==> src/rtl/jgate_bank.sv <==
// ---------------------------------------------------------------------------
// jgate_bank
//   Bit-parallel bank of the basic logic primitives (AND, OR, NOT) applied
//   across two WIDTH-bit operand buses. Each function is available as a
//   zero-delay combinational output and as a registered copy loaded under
//   a plain load enable.
//
// Ports
//   clk      : single clock, registers update on its rising edge
//   reset    : asynchronous active-low reset, clears all registered outputs
//   en       : load enable for the registered outputs
//   a        : operand A (also the sole inverter input)
//   b        : operand B
//   and_o    : combinational a & b
//   or_o     : combinational a | b
//   not_o    : combinational ~a
//   and_q    : registered AND result
//   or_q     : registered OR result
//   not_q    : registered NOT result
//   valid_q  : 1 once at least one load has happened since reset
// ---------------------------------------------------------------------------
module jgate_bank #(
  parameter int WIDTH = 8
) (
  input  logic             clk,
  input  logic             reset,
  input  logic             en,
  input  logic [WIDTH-1:0] a,
  input  logic [WIDTH-1:0] b,
  output logic [WIDTH-1:0] and_o,
  output logic [WIDTH-1:0] or_o,
  output logic [WIDTH-1:0] not_o,
  output logic [WIDTH-1:0] and_q,
  output logic [WIDTH-1:0] or_q,
  output logic [WIDTH-1:0] not_q,
  output logic             valid_q
);

  // NOTE: continuous assigns give pure gates with no storage; an
  // always_comb with a missing branch here would infer a latch and break
  // the primitives' use inside feedback structures.
  assign and_o = a & b;
  assign or_o  = a | b;
  assign not_o = ~a;

  // NOTE: state is written with non-blocking assignments so every register
  // samples the pre-edge values of the combinational results.
  // NOTE: reset is in the sensitivity list so the clear is immediate and
  // also wins over a clock edge arriving in the same timestep.
  always_ff @(posedge clk or negedge reset) begin
    if (!reset) begin
      and_q   <= '0;
      or_q    <= '0;
      not_q   <= '0;
      valid_q <= 1'b0;
    end else if (en) begin
      and_q   <= and_o;
      or_q    <= or_o;
      not_q   <= not_o;
      valid_q <= 1'b1;
    end
  end

endmodule

==> config.mk <==
export PLATFORM = sky130hd
export DESIGN_NAME = jgate_bank
export DESIGN_NICKNAME = d
export VERILOG_FILES = /design/src/rtl/jgate_bank.sv
export SDC_FILE = /design/constraint.sdc
export NUM_CORES = 1
export LEC_CHECK = 0
export CORE_ASPECT_RATIO = 1.2
export CORE_MARGIN = 4
export CORE_UTILIZATION = 40
export DETAILED_ROUTE_END_ITERATION = 10
export HOLD_SLACK_MARGIN = 0.12
export PLACE_DENSITY = 0.95
export SLEW_MARGIN = 25
export SYNTH_ARGS = -nofsm -noshare
export SYNTH_HDL_FRONTEND = slang
export SYNTH_SLANG_ARGS = --single-unit
export TNS_END_PERCENT = 1
==> constraint.sdc <==
create_clock -name clk -period 1.3 [get_ports clk]
set_input_delay 0.26 -clock clk [delete_from_list [all_inputs] [get_ports clk]]
set_output_delay 0.26 -clock clk [all_outputs]
set_load 0.05 [all_outputs]
# After elaboration in Yosys (flattened, before gate mapping)
# Index checks and enable logic that the tools add are counted.
# word_totals
latch_bits	0
out_inout_bits	49
mem_count	0
rom_bits	0
mem_bits_rw	0
regBits	25
# op_classes
div_mod_pow	0
muxes	0
order_cmp	0
shift	0
n_mul	0
bitwise	3
n_reduce_logical	0
add_sub_neg	0
n_eq_ne	0
# ops
cell	count
8-bit AND	1
8-bit NOT	1
8-bit OR	1

# Logic depth before layout (Yosys ltp)
# depth
ltp_word	1
mapped_depth	3
ltp_nobuf	2

# Worst setup path before layout
# OpenSTA, ideal clock, no wires.
# synth_timing
kind	in2reg
start	input port b[7]
end	register or_q[7]
arrival_time_ps	1002
slack_ps	173
required_ps	1175
stages	2
n_path_buf	0
path_cell_list	or2_1 mux2_2
# synth_between
elab_chain_cells	1
# synth_lines
element	line	text
from (decl)	29	input logic [WIDTH-1:0] b,
8-bit OR	43	assign or_o = a | b;
to (signal assigned)	58	or_q <= or_o;
to (decl)	34	output logic [WIDTH-1:0] or_q,
# No other way between the ends.
# A chain may end at the register's enable or synchronous reset.

# Final worst setup path
# layout_timing
start	input port a[6]
end	output port or_o[6]
# layout_between
elab_chain_cells	1
# layout_lines
element	line	text
from (decl)	28	input logic [WIDTH-1:0] a,
8-bit OR	43	
to (decl)	31	output logic [WIDTH-1:0] or_o,
# No other way between the ends.

==> flow_summary.toml <==
[run_status]
status = "finished clean"

[timing]
tightest_slew_ns = 0.304
rsz0062_at_grt = "false"
hold_violations = 0
slew_headroom = 0.797
fin_crit_sh = 0.933
setup_viol = 0
slew_viol_final = 0
min_period_ns = 1.21
final.setup_skew_ns = 0
timing.fmax_mhz = 825
fin_ws_ns = 0.0872
setup_tns_ns = 0

[clock_tree]
cts_tree = "done"
clkTransAtPathRegs_ns = 0.13
cts_buffers = 3
post-cts-setup-buffers = 0
numClockSinks = 25
clock_path_buffers = 2
htree_num_levels = 1
holdBufCountCts = 0
clk-insertion-delay-late_ns = 0.31
cts_root_buffer = "clkbuf_4"

[global_routing]
grt_pass1_wl_mm = 5.27
grt_pass1_vias = 1044
grt_max_degree = 26
grt_overflow_total = 0
grt_antenna_before_repair = 0
grt_usage = 0.183

[worst_setup_path]
path_class = "input port to output port"
crit_chain = "dlygate4sd2_1, or2_4, buf_12"
end_kind = "output port"
slowest_stage = "or2_4"
start_kind = "input port"
crit_buf_inv = 2
max_stage_delay_ns = 0.28
critPathMaxFanout = 3
crit_cells = 3
required_ns = 1.04
critical_path_arrival_ns = 0.95
critical-path-top-delay-family = "buffers and inverters"
r2r_cells = 1

[placement]
dp_hpwl_mm = 2.61
placed_cells = 177
place_area_mm2 = 0.00232
pre_cts_ws_ns = -0.187
gp_congestion = 0.680
io_buffers = 67

[layout]
final_core_util = 0.852
diodes = 0
fillers = 127
fin_nets = 167
layout-drive-gt1-share = 0.612
synthToLayoutAreaGrowth_pct = 106
finish.instance_area_mm2 = 0.00237
fin_cells = 181

[routing]
firstDrtPassIters = 2
wl_per_cell_um = 18.4
drt_iter0_markers = 4
via_count = 850
via_per_inst = 4.70
drt_wl_total_mm = 3.34
drcViolationCount = 0
antenna_left = 0

[yosys]
syn-cell-area_mm2 = 0.00115
yosysWarnings = 0
postSynthAreaPerCell_um2 = 15.0
yosys.area_share.xor_xnor = 0
synth_top_family_by_area = "multiplexers"
synth_compound_area_frac = 0
ys_types = 9
synth_seq_cells = 25
yosys.area_share.simple = 0.0921
synthMuxAreaShare = 0.296
syn_nets = 96
syn_inst = 77
synth-adder-area-share = 0
ys_seq_area_frac = 0.542

[power]
p_leak_nw = 1.16
p_per_area_mw_per_mm2 = 1010
peakVddDrop_mv = 0.867

[floorplanning]
dieWidth_um = 57.1
io-pin-count = 68
die_area_mm2 = 0.00381
chipHeight_um = 66.9
start_util = 0.415
core_area_mm2 = 0.00279
fp-row-count = 21

[run]
cap_viol_max_count = 0

[hold_path]
hold_path.class = "input port to asynchronous set/reset pin"
## synth_stat cells, drive strengths merged
master	instances	share of area
and2	8	0.043
buf	3	0.044
dfrtp	25	0.54
inv	8	0.026
mux2	24	0.30
or2	9	0.049
## metal layers
metal  vias to the layer above  routed length, um  GRT usage
li1                        390                  -          -
met1                       413               1180      0.198
met2                        43               1820      0.327
met3                         4                293     0.0698
met4                         0                 41     0.0609
met5                         -                  0          0
## repair_timing
item,CTS,global route
setup endpoints to repair,16,3
pin swaps,5,0
hold endpoints to repair,0,0
gates resized for setup,27,3
## cell families (layout without fill, tap and decap cells)
group                  count (synthesis)  count (layout)
buffers and inverters                 11              81
flip-flops                            25              25
multiplexers                          24              24
AND/OR/NAND/NOR                       17              17
## stage by stage
step	power (mW)	hold WS (ns)
6_report	2.39	0.310
5_1_grt	2.48	0.310
4_1_cts	2.41	0.321
3_5_place_dp	2.07	0.522
3_3_place_gp	2.04	0.512
2_1_floorplan	1.45	-0.0356
## path summary, 6_finish.rpt
path	startpoint	to	slack, ns
min	reset	not_q[7]$_DFFE_PN0P_	0.31
max	a[6]	or_o[6]	0.09
min in group clk	b[5]	or_q[5]$_DFFE_PN0P_	0.38
min reg2reg	valid_q$_DFFE_PN0P_	valid_q$_DFFE_PN0P_	0.57
max in group asynchronous	reset	not_q[6]$_DFFE_PN0P_	0.76
max reg2reg	not_q[3]$_DFFE_PN0P_	not_q[3]$_DFFE_PN0P_	0.47
## state kept, by name, indices dropped and copies added, names as in the netlist
register	cells
valid_q	1
or_q	8
not_q	8
and_q	8
## layout by cell type (no fill, tap or decap), drive strengths merged
cell type / instances
and2: 8
clkbuf: 4
or2: 9
buf: 51
dlymetal6s2s: 2
dfrtp: 25
clkdlybuf4s50: 2
dlygate4sd2: 14
inv: 8
mux2: 24
## report_power, final
part / switching [mW] / internal (mW) / total (mW)
clock: 0.216 / 0.120 / 0.336
combinational: 0.558 / 0.567 / 1.13
sequential: 0.0837 / 0.847 / 0.930
total: 0.858 / 1.53 / 2.39
## area by class of cell
cell class	instances	area, um^2	share of cell area
timing repair buffer	69	1170	0.493
sequential	25	626	0.264
multi-input combinational	41	478	0.201
tap	34	42.5	0.0179
inverter	8	30.0	0.0127
clock buffer	4	26.3	0.0111
No activity file was read; power rests on OpenSTA's default activity.
